## src/rtl/pong_matrix_display.sv

```systemverilog
// Pong display back end: per-frame game-state snapshot, 8x8 LED matrix row scan
// with leading blank per row, and a two-digit 7-segment score multiplexer.
module pong_matrix_display #(
  parameter int ROW_CYCLES   = 1000,
  parameter int BLANK_CYCLES = 50,
  parameter int PAD_W        = 3,
  parameter int BLINK_BIT    = 4
) (
  input  logic       i_clk,
  input  logic       i_rst_n,
  input  logic [2:0] i_ball_x,
  input  logic [2:0] i_ball_y,
  input  logic [2:0] i_pad_a,
  input  logic [2:0] i_pad_b,
  input  logic       i_playing,
  input  logic [3:0] i_score_a,
  input  logic [3:0] i_score_b,
  output logic [7:0] o_row_sel,
  output logic [7:0] o_col,
  output logic [6:0] o_seg,
  output logic [1:0] o_dig_sel,
  output logic       o_frame_start
);

  localparam int CW = (ROW_CYCLES > 2) ? $clog2(ROW_CYCLES) : 1;
  localparam logic [CW-1:0] CYC_LAST  = CW'(ROW_CYCLES - 1);
  localparam logic [CW-1:0] CYC_BLANK = CW'(BLANK_CYCLES);
  localparam logic [3:0]    PAD_SPAN  = 4'(PAD_W - 1);

  logic [CW-1:0]      r_cyc_cnt;
  logic [2:0]         r_row_cnt;
  logic [BLINK_BIT:0] r_frame_cnt;

  logic [2:0] r_snap_ball_x;
  logic [2:0] r_snap_ball_y;
  logic [2:0] r_snap_pad_a;
  logic [2:0] r_snap_pad_b;
  logic       r_snap_playing;
  logic [3:0] r_snap_score_a;
  logic [3:0] r_snap_score_b;

  logic       w_snap_now;
  logic       w_row_last;
  logic       w_blank;
  logic       w_ball_on;
  logic [7:0] w_pattern;
  logic [3:0] w_digit;

  // Paddle mask; the right edge is computed at 4 bits so it can exceed 7 and
  // clip naturally instead of wrapping back to column 0.
  function automatic logic [7:0] pad_mask(input logic [2:0] left);
    logic [3:0] lo;
    logic [3:0] hi;
    logic [7:0] m;
    lo = {1'b0, left};
    hi = lo + PAD_SPAN;
    m  = '0;
    for (int c = 0; c < 8; c++) begin
      if ((4'(c) >= lo) && (4'(c) <= hi)) begin
        m[c] = 1'b1;
      end
    end
    return m;
  endfunction

  function automatic logic [6:0] hex7(input logic [3:0] d);
    logic [6:0] s;
    case (d)
      4'h0: s = 7'h3F;
      4'h1: s = 7'h06;
      4'h2: s = 7'h5B;
      4'h3: s = 7'h4F;
      4'h4: s = 7'h66;
      4'h5: s = 7'h6D;
      4'h6: s = 7'h7D;
      4'h7: s = 7'h07;
      4'h8: s = 7'h7F;
      4'h9: s = 7'h6F;
      4'hA: s = 7'h77;
      4'hB: s = 7'h7C;
      4'hC: s = 7'h39;
      4'hD: s = 7'h5E;
      4'hE: s = 7'h79;
      default: s = 7'h71;
    endcase
    return s;
  endfunction

  assign w_snap_now = (r_row_cnt == 3'd0) && (r_cyc_cnt == '0);
  assign w_row_last = (r_cyc_cnt == CYC_LAST);
  assign w_blank    = (r_cyc_cnt < CYC_BLANK);
  assign w_ball_on  = r_snap_playing | r_frame_cnt[BLINK_BIT];
  assign w_digit    = r_row_cnt[0] ? r_snap_score_b : r_snap_score_a;

  always_comb begin
    w_pattern = '0;
    if (r_row_cnt == 3'd0) begin
      w_pattern = w_pattern | pad_mask(r_snap_pad_a);
    end
    if (r_row_cnt == 3'd7) begin
      w_pattern = w_pattern | pad_mask(r_snap_pad_b);
    end
    if (w_ball_on && (r_row_cnt == r_snap_ball_y)) begin
      w_pattern[r_snap_ball_x] = 1'b1;
    end
  end

  always_ff @(posedge i_clk or negedge i_rst_n) begin
    if (!i_rst_n) begin
      r_cyc_cnt      <= '0;
      r_row_cnt      <= '0;
      r_frame_cnt    <= '0;
      r_snap_ball_x  <= '0;
      r_snap_ball_y  <= '0;
      r_snap_pad_a   <= '0;
      r_snap_pad_b   <= '0;
      r_snap_playing <= 1'b0;
      r_snap_score_a <= '0;
      r_snap_score_b <= '0;
      o_row_sel      <= '0;
      o_col          <= '0;
      o_seg          <= '0;
      o_dig_sel      <= '0;
      o_frame_start  <= 1'b0;
    end else begin
      if (w_row_last) begin
        r_cyc_cnt <= '0;
        r_row_cnt <= r_row_cnt + 3'd1;
      end else begin
        r_cyc_cnt <= r_cyc_cnt + CW'(1);
      end

      o_frame_start <= w_snap_now;
      if (w_snap_now) begin
        r_snap_ball_x  <= i_ball_x;
        r_snap_ball_y  <= i_ball_y;
        r_snap_pad_a   <= i_pad_a;
        r_snap_pad_b   <= i_pad_b;
        r_snap_playing <= i_playing;
        r_snap_score_a <= i_score_a;
        r_snap_score_b <= i_score_b;
        r_frame_cnt    <= r_frame_cnt + 1'b1;
      end

      // Outputs follow the pre-edge scan position; the blank slot at cycle 0
      // hides the row-0 pattern on the very edge that refreshes the snapshot.
      o_row_sel <= 8'b1 << r_row_cnt;
      o_dig_sel <= r_row_cnt[0] ? 2'b10 : 2'b01;
      if (w_blank) begin
        o_col <= '0;
        o_seg <= '0;
      end else begin
        o_col <= w_pattern;
        o_seg <= hex7(w_digit);
      end
    end
  end

endmodule

```

## config.mk

```make
export PLATFORM = sky130hd
export DESIGN_NAME = pong_matrix_display
export DESIGN_NICKNAME = d
export VERILOG_FILES = /design/src/rtl/pong_matrix_display.sv
export SDC_FILE = /design/constraint.sdc
export NUM_CORES = 1
export LEC_CHECK = 0
export CAP_MARGIN = 20
export CORE_MARGIN = 2
export CORE_UTILIZATION = 43
export DETAILED_ROUTE_END_ITERATION = 6
export GPL_ROUTABILITY_DRIVEN = 0
export PLACE_DENSITY_LB_ADDON = 0.12
export REMOVE_ABC_BUFFERS = 1
export SLEW_MARGIN = 40
export SYNTH_ARGS = -nofsm -noshare
export SYNTH_HDL_FRONTEND = slang
export SYNTH_SLANG_ARGS = --single-unit
export TNS_END_PERCENT = 10
```

## constraint.sdc

```tcl
create_clock -name i_clk -period 2.1 [get_ports i_clk]
set_input_delay 0.42 -clock i_clk [delete_from_list [all_inputs] [get_ports i_clk]]
set_output_delay 0.42 -clock i_clk [all_outputs]
set_load 0.05 [all_outputs]
```

# ---- Word level (Yosys, flattened, before mapping)
# Memories as Yosys holds them, arrays and structs flattened.
# Cells that the tools add are included.
dict set report classes {
  addsub 5
  magnitude_cmp 33
  n_eq_ne 3
  n_shift 1
  n_mux 34
  bitwise_logic 3
  n_reduce_logical 19
}
# cell n
set op_table {}
lappend op_table {{less-or-equal comparator 3 x 4 -> 1 bit (first input constant)} 8}
lappend op_table {{two-way mux 8 bit} 4}
lappend op_table {{two-way mux 1 bit} 25}
lappend op_table {{greater-or-equal comparator 3 bit (first input constant)} 6}
lappend op_table {{logical AND 1 bit} 17}
lappend op_table {{less-or-equal comparator 1 x 4 -> 1 bit (first input constant)} 4}
lappend op_table {{less-or-equal comparator 2 x 4 -> 1 bit (first input constant)} 4}
lappend op_table {{bitwise OR 8 bit} 2}
lappend op_table {{greater-or-equal comparator 1 x 3 -> 1 bit (first input constant)} 4}
lappend op_table {{greater-or-equal comparator 2 x 3 -> 1 bit (first input constant)} 4}
lappend op_table {{adder 10 x 1 -> 10 bit (second input constant)} 1}
lappend op_table {{== test 10 bit (second input constant)} 1}
lappend op_table {{logical NOT 10 bit} 1}
lappend op_table {{less-than comparator 10 x 6 -> 1 bit (second input constant)} 1}
lappend op_table {{two-way mux 10 bit} 1}
lappend op_table {{adder 3 x 2 -> 4 bit (second input constant)} 2}
lappend op_table {{<< shifter 1 x 3 -> 8 bit (first input constant)} 1}
lappend op_table {{two-way mux 7 bit} 1}
lappend op_table {{adder 5 x 1 -> 5 bit (second input constant)} 1}
lappend op_table {{less-than comparator 3 x 4 -> 1 bit (second input constant)} 1}
lappend op_table {{two-way mux 4 bit} 1}
lappend op_table {{adder 3 x 1 -> 3 bit (second input constant)} 1}
lappend op_table {{demux 1 bit (select 3 bit)} 1}
lappend op_table {{== test 3 bit} 1}
lappend op_table {{5 further kinds} 5}
dict set report word_totals {
  register_bits 65
  romBits 112
  input_bits 23
  out_inout_bits 26
  wordCells 114
  mem_count 1
}
# name depth word_bits rd rd_clocked_by_memory_dff write_ports line
set memory_table {}
lappend memory_table {{(name not given)} 16 7 1 0 0 68} ;# case (d)

# ---- Logic depth before layout (Yosys ltp)
# Gate-level depths: netlist of the first run.
dict set report logic_depth {
  ltp_word 10
  ltp_mapped 9
}

# ---- Worst setup path after synthesis of the first run
# Ideal clock, no wire load.
dict set report synth_path {
  path_type {reg2reg}
  start {reg r_row_cnt[0]}
  end {reg r_snap_ball_x[0]}
  setup_time_ns 0.125
  t_arrival_ns 1.997
  required_time_ns 1.975
  slack_ns -0.022
  path_stages_with_launch 9
  path_buffers 3
  period_less_slack_ns 2.122
  cell_sequence {dfrtp_1 -> clkbuf_1 -> inv_1 -> ha_1 -> nand2b_1 -> clkbuf_1 -> nor4_4 -> buf_4 -> mux2_2}
}
dict set report synth_via {
  elab_chain_cells 2
}
# item line
set synth_rtl {}
lappend synth_rtl {{start: declaration} 31} ;# logic [2:0] r_row_cnt;
lappend synth_rtl {{start signal: assignment} 128} ;# r_row_cnt <= r_row_cnt + 3'd1;
lappend synth_rtl {{logical NOT 3 bit} 89} ;# assign w_snap_now = (r_row_cnt == 3'd0) && (r_cyc_cnt == '0);
lappend synth_rtl {{logical AND 1 bit} 89}
lappend synth_rtl {{end signal: assignment} 135} ;# r_snap_ball_x <= i_ball_x;
lappend synth_rtl {{end: declaration} 34} ;# logic [2:0] r_snap_ball_x;
# Every way passes these cells.
# A chain may end at the register's enable or synchronous reset.

# ---- Worst setup path in the final report of the first run
dict set report layout_path {
  start {reg r_cyc_cnt[9]}
  end {reg r_snap_ball_x[1]}
}
dict set report layout_via {
  elab_chain_cells 2
}
# item line
set layout_rtl {}
lappend layout_rtl {{start: declaration} 30} ;# logic [CW-1:0] r_cyc_cnt;
lappend layout_rtl {{start signal: assignment} 130} ;# r_cyc_cnt <= r_cyc_cnt + CW'(1);
lappend layout_rtl {{logical NOT 10 bit} 89}
lappend layout_rtl {{logical AND 1 bit} 89}
# Every way passes these cells.

==> results by group, run 1 <==
Outcome
  • Status: finished clean

GRT
  • Vias in the first global route: 2518
  • Global Route met1 Usage: 24.42%
  • Initial antenna violation count: 0
  • GRT Total Usage: 18.00%
  • Met2 Use GR: 28.06%
  • GRT overflow: 0
  • First-pass GRT wire length: 11.87 mm
  • Global Route met3 Usage: 4.437%
  • GR peak layer: met2
  • Largest net degree at the start of global routing: 33

Yosys
  • Most frequent cell after synthesis: dfrtp_1
  • Ys async rst share: 100.0%
  • Post-Syn Area: 3328 um^2
  • Synth area leaders: dfrtp_1 (49%), ha_1 (12%), mux2_2 (6.4%)
  • Ys Warns: 0
  • Yosys cell types: 42
  • Cell taking the most area after synthesis: dfrtp_1
  • Compound-gate portion of the synthesized area: 11.62%
  • Top_reg_cell synth: dfrtp_1
  • Post-Syn Instances: 304
  • EDFF count, synth: 0
  • Register area share after synthesis: 48.87%
  • #FFs+latches synth: 65
  • Post-synth top area share: 48.87%
  • Largest family of logic cells by synthesized area: simple AND/OR/NAND/NOR gates
  • Post-Syn Area per Cell: 10.95 um^2
  • Top post-synthesis cells by count: dfrtp_1 (65), ha_1 (31), inv_1 (21), nand2_1 (21), o21ai_0 (21)
  • Post-synthesis mux area share: 8.308%
  • Post-Synth Simple-Gate Area: 12.26%
  • Post-synthesis xor/xnor area fraction: 3.421%
  • Area share of fa/ha/maj cells after synthesis: 11.65%

Routing
  • DRT iter0 DRCs: 76
  • Wire per inst: 14.22 um
  • Final wirelength: 6.799 mm
  • Remaining DRCs: 0
  • Total number of vias: 2465
  • Vias/cell: 5.157
  • Antenna-violating nets left: 0
  • First-pass DRT Iterations: 4

Layout
  • Layout cells sized above 1: 15.16%
  • Finished Cell Area: 4232 um^2
  • Area Growth Syn to Fin: 27.14%
  • Nets: 425
  • Antenna diode count: 0

Clocking
  • CTS H-tree lvls: 3
  • CTS tree: done
  • Later-pin clock latency in the skew report: 0.34 ns
  • CTS max path bufs: 2
  • Setup bufs post-CTS: 0
  • CTS Root Cell: clkbuf_8
  • TritonCTS Sinks: 65
  • Hold buffers post-CTS: 0
  • CTS resizes: 0
  • Worst-path clk slew: 0.07 ns
  • Num CTS Buffers: 9

Setup path
  • Setup crit start: r_cyc_cnt[9]
  • Startpoint types: register
  • Worst Path Arrival: 2.26 ns
  • Worst reg-to-reg path cell count: 4
  • Origin of the critical flop-to-flop path: r_cyc_cnt[9]
  • Crit end category: register
  • Critical path type: register to register
  • Worst endpoint required time: 2.32 ns
  • Crit Path Max Fanout: 18

Placed design
  • Dpl ws: 0.04281 ns
  • DP HPWL: 4.938 mm
  • Post-DP Area: 4016 um^2
  • IO Port Bufs: 48

Power and ir drop
  • VDD IR max: 0.3292 mV
  • Leakage power: 1.873 nW
  • Final Total Pwr: 2.591 mW
  • Cell Pwr Density: 612.3 nW/um^2

Timing
  • Min Clock Period, post-route: 2.038 ns
  • RSZ-0062 raised after global routing: yes
  • Fmax: 490.8 MHz
  • Final hold viol count: 0
  • Slew Viols, Final: 0
  • Final Worst Setup Slack: 0.06247 ns
  • Crit share post-route: 97.03%
  • TNS Setup: 0 ns
  • Slew Limit Headroom: 65.59%
  • Setup Viol. Count Final: 0
  • Clk_skew: 0.006878 ns
  • Worst-margin pin slew: 0.5146 ns

Min path
  • Hold WC Path Type: input pin to async pin

Floorplanning
  • Die Footprint: 8459 um^2
  • Die Width: 91.98 um
  • Core Area: 7607 um^2
  • Ports: 49
  • Row count: 32
  • Initial Util: 43.75%
  • Vert. Die Dim: 91.98 um

Flow run
  • Number of max-cap violations: 0
cell type report:
cell class | count | area [um^2]
fill | 691 | 3376
clock buffer | 14 | 172.7
inverter | 21 | 78.83
timing repair buffer | 66 | 618.1
sequential | 65 | 1627
clock inverter | 2 | 35.03
tap | 102 | 127.6
multi-input combinational | 208 | 1573
per-stage QoR:
step,hold slack [ns],util (%),instances
global route,0.05268,55.63,478
global placement,0.4097,52.80,462
CTS,0.04469,55.53,478
finish,0.04367,55.63,478
detailed placement,0.4130,52.80,462
floorplan,0.1244,-,294
critical path, stage by stage, from the launching register on:
cell and delay, ns:
dfrtp_1 0.41, or4_4 0.58, nor4_4 0.35, buf_6 0.23, mux2_2 0.35
registers in the layout (all words and copies together), names as in the netlist:
name,cells
o_seg,7
r_snap_ball_y,3
r_snap_pad_a,3
r_snap_playing,1
r_row_cnt,3
r_snap_ball_x,3
r_snap_score_b,4
r_frame_cnt,5
o_row_sel,8
o_col,8
o_dig_sel,2
r_snap_score_a,4
o_frame_start,1
r_cyc_cnt,10
r_snap_pad_b,3
per-layer routing:
metal	share of wire (%)	wire (um)
met5	0	0
met4	1.6	108
met3	4.9	330
met2	47	3175
met1	47	3184
kinds of logic after synthesis:
| logic type | after synthesis |
|---|---|
| simple gates | 77 |
| flops | 65 |
| compound gates | 63 |
| buf+inv | 31 |
| fa+ha+maj | 31 |
| mux | 24 |
| xor+xnor | 13 |
power breakdown:
group          switching, mW  total [mW]  internal, mW
clock                  0.453        1.10         0.645
sequential            0.0249        1.30          1.27
combinational         0.0989       0.196        0.0973
path summary, 6_finish.rpt:
check                              endpoint  slack (ns)
max in group asynchronous      o_row_sel[7]        1.43
min in group i_clk           r_frame_cnt[3]        0.48
setup / recovery           r_snap_ball_x[1]        0.06
hold reg to reg              r_frame_cnt[3]        0.48
hold / removal                 o_row_sel[6]        0.04
setup reg to reg           r_snap_ball_x[1]        0.06
cells in the final DEF, fill, tap and decap left out, drive strengths merged, types with 3 or more instances in the layout:
cell / count
o21ai: 21
a221oi: 3
mux2: 19
inv: 21
clkbuf: 14
nor3: 6
dfrtp: 65
a21oi: 16
nor2: 14
a211oi: 3
nand4: 3
nand2: 21
clkdlybuf4s50: 47
mux2i: 4
o22ai: 3
a31oi: 7
or3: 4
and2: 4
nand3: 5
xnor2: 7
ha: 31
xor2: 6
nor4: 4
buf: 19
nor2b: 8
No activity file was read; power rests on OpenSTA's default activity.
==> inputs of run 2 (changes only) <==
Settings changed: REMOVE_ABC_BUFFERS 1 to unset, SLEW_MARGIN 40 to unset.
==> results by group, run 2 (synthesis gave the netlist of run 1 again) <==
Setup path
  • Worst endpoint required time: 2.33 ns (was 2.32 ns)
  • Startpoint types: register (unchanged)
  • Worst R2R Setup Slack: 0.05 ns (was 0.06 ns)
  • Slowest CP cell: dfrtp_1 (was or4_4)
  • Origin of the critical flop-to-flop path: r_cyc_cnt[0] (was r_cyc_cnt[9])
  • Critical path type: register to register (unchanged)
  • Crit Path Max Fanout: 8 (was 18)
  • CP Cell Sequence: inv_1 -> ha_1 -> or3b_4 -> nor4_4 -> buf_6 -> clkbuf_16 -> mux2_2 (was or4_4 -> nor4_4 -> buf_6 -> mux2_2)
  • RR Endpoint: r_snap_pad_a[0] (was r_snap_ball_x[1])
  • Worst Path Arrival: 2.27 ns (was 2.26 ns)
  • Worst reg-to-reg path cell count: 7 (was 4)
  • Slowest stage delay, CP: 0.41 ns (was 0.58 ns)
  • Crit end category: register (unchanged)

Min path
  • Hold WC Path Type: input pin to async pin (unchanged)

GRT
  • Initial antenna violation count: 0 (unchanged)
  • GRT overflow: 0 (unchanged)
  • Vias in the first global route: 2280 (was 2518)
  • First-pass GRT wire length: 11.10 mm (was 11.87 mm)
  • GRT Total Usage: 16.87% (was 18.00%)
  • Largest net degree at the start of global routing: 48 (was 33)

Clocking
  • CTS Root Cell: clkbuf_8 (unchanged)
  • Worst-path clk slew: 0.07 ns (about the same)
  • CTS max path bufs: 2 (unchanged)
  • TritonCTS Sinks: 65 (unchanged)
  • Num CTS Buffers: 9 (unchanged)
  • CTS H-tree lvls: 3 (unchanged)
  • Later-pin clock latency in the skew report: 0.34 ns (about the same)
  • Hold buffers post-CTS: 0 (unchanged)
  • CTS tree: done (unchanged)

Placed design
  • DP HPWL: 4.792 mm (was 4.938 mm)
  • Placed Cells: 460 (was 462)
  • Dpl ws: 0.07511 ns (was 0.04281 ns)
  • IO Port Bufs: 48 (unchanged)
  • Post-DP Area: 4026 um^2 (was 4016 um^2)

Power and ir drop
  • Final Total Pwr: 2.674 mW (was 2.591 mW)
  • Leakage power: 1.923 nW (was 1.873 nW)
  • Cell Pwr Density: 616.1 nW/um^2 (was 612.3 nW/um^2)
  • VDD IR max: 0.3360 mV (was 0.3292 mV)

Timing
  • Final hold viol count: 0 (unchanged)
  • Setup Viol. Count Final: 0 (unchanged)
  • Min Clock Period, post-route: 2.047 ns (was 2.038 ns)
  • Hold Slack: 0.01086 ns (was 0.04367 ns)
  • Slew Limit Headroom: 66.54% (was 65.59%)
  • Slew Viols, Final: 0 (unchanged)
  • Fmax: 488.6 MHz (was 490.8 MHz)
  • Crit share post-route: 97.45% (was 97.03%)
  • Clk_skew: 0.007256 ns (was 0.006878 ns)
  • RSZ-0062 raised after global routing: yes (unchanged)
  • TNS Setup: 0 ns (unchanged)
  • Final Worst Setup Slack: 0.05348 ns (was 0.06247 ns)
  • Worst-margin pin slew: 0.5003 ns (was 0.5146 ns)

Layout
  • Top reg by flops: r_cyc_cnt (unchanged)
  • Finished Cell Area: 4340 um^2 (was 4232 um^2)
  • Largest registers: r_cyc_cnt x10, o_col x8, o_row_sel x8 (unchanged)
  • Final core utilization: 57.06% (was 55.63%)
  • Layout cells sized above 1: 16.54% (was 15.16%)
  • Nets: 430 (was 425)
  • Antenna diode count: 0 (unchanged)
  • Area Growth Syn to Fin: 30.41% (was 27.14%)
  • Largest register FFs: 10 (unchanged)
  • Multi-input combinational cell area: 1575 um^2 (was 1573 um^2)
  • Commonest non-fill, non-tap cells in the layout: dfrtp_1 (65), clkdlybuf4s50_1 (47), ha_1 (31) (unchanged)
  • Reg area: 1627 um^2 (unchanged)
  • Final std cells w/o fill: 483 (was 478)
  • Commonest non-fill, non-tap cell in the layout: dfrtp_1 (unchanged)
  • Fillcell total: 701 (was 691)

Flow run
  • Number of max-cap violations: 0 (unchanged)

Routing
  • First-pass DRT Iterations: 4 (unchanged)
  • Vias/cell: 5.050 (was 5.157)
  • Final wirelength: 6.753 mm (was 6.799 mm)
  • DRT iter0 DRCs: 95 (was 76)
  • Wire per inst: 13.98 um (was 14.22 um)
  • Total number of vias: 2439 (was 2465)
  • Remaining DRCs: 0 (unchanged)
  • Antenna-violating nets left: 0 (unchanged)

Floorplanning
  • Initial Util: 43.75% (unchanged)
  • Core Area: 7607 um^2 (unchanged)
  • Ports: 49 (unchanged)
  • Row count: 32 (unchanged)
  • Die Footprint: 8459 um^2 (unchanged)
  • Vert. Die Dim: 91.98 um (unchanged)
  • Die Width: 91.98 um (unchanged)

Yosys
  • Syn nets: 358

Outcome
  • Status: finished clean (unchanged)
## run 2: repair_timing
action,4_1_cts,5_1_grt
endpoints found under the hold margin,0,0
gates resized for setup,0,2
setup buffers,0,5
setup endpoints to repair,0,5
## run 2: power by group
part	leakage [nW]	internal (mW)	switching (mW)	total (mW)
Combinational	0.980	0.0974	0.101	0.198
Clock	0.113	0.699	0.479	1.18
Sequential	0.830	1.27	0.0258	1.30
Total	1.92	2.07	0.606	2.67
## run 2: worst max-delay path by stage
stage               depth (start not counted)  slack (ns)                to    startpoint
global route                                7       -0.02   r_snap_pad_a[0]  r_cyc_cnt[1]
CTS                                         4        0.06  r_snap_ball_y[0]  r_cyc_cnt[9]
detailed placement                          4        0.08  r_snap_ball_y[0]  r_cyc_cnt[9]
finish                                      7        0.05   r_snap_pad_a[0]  r_cyc_cnt[0]
floorplan                                   8       0.004  r_snap_ball_x[0]  r_row_cnt[0]
global placement                            4        0.12    r_frame_cnt[1]  r_cyc_cnt[9]
## run 2: critical path: cells and delay by family (launching register included)
| family | cells | cell delay (ns) |
|---|---|---|
| buffers and inverters | 3 | 0.39 |
| muxes | 1 | 0.32 |
| DFF | 1 | 0.41 |
| and+or+nand+nor | 2 | 0.68 |
| adders and majority gates | 1 | 0.13 |
## run 2: final cells by class
class                      instances  area share (%)
clock buffer                      11           3.257
tap                              102           2.940
sequential                        65           37.47
inverter                          21           1.816
timing repair buffer              71           16.40
multi-input combinational        208           36.29
clock inverter                     5           1.816
## run 2: metal layers
metal,GRT usage (%),vias up,share of wire [%]
li1,-,1208,-
met1,23.86,1183,48
met2,24.82,36,48
met3,4.026,12,2.8
met4,7.338,0,1.7
met5,0,-,0
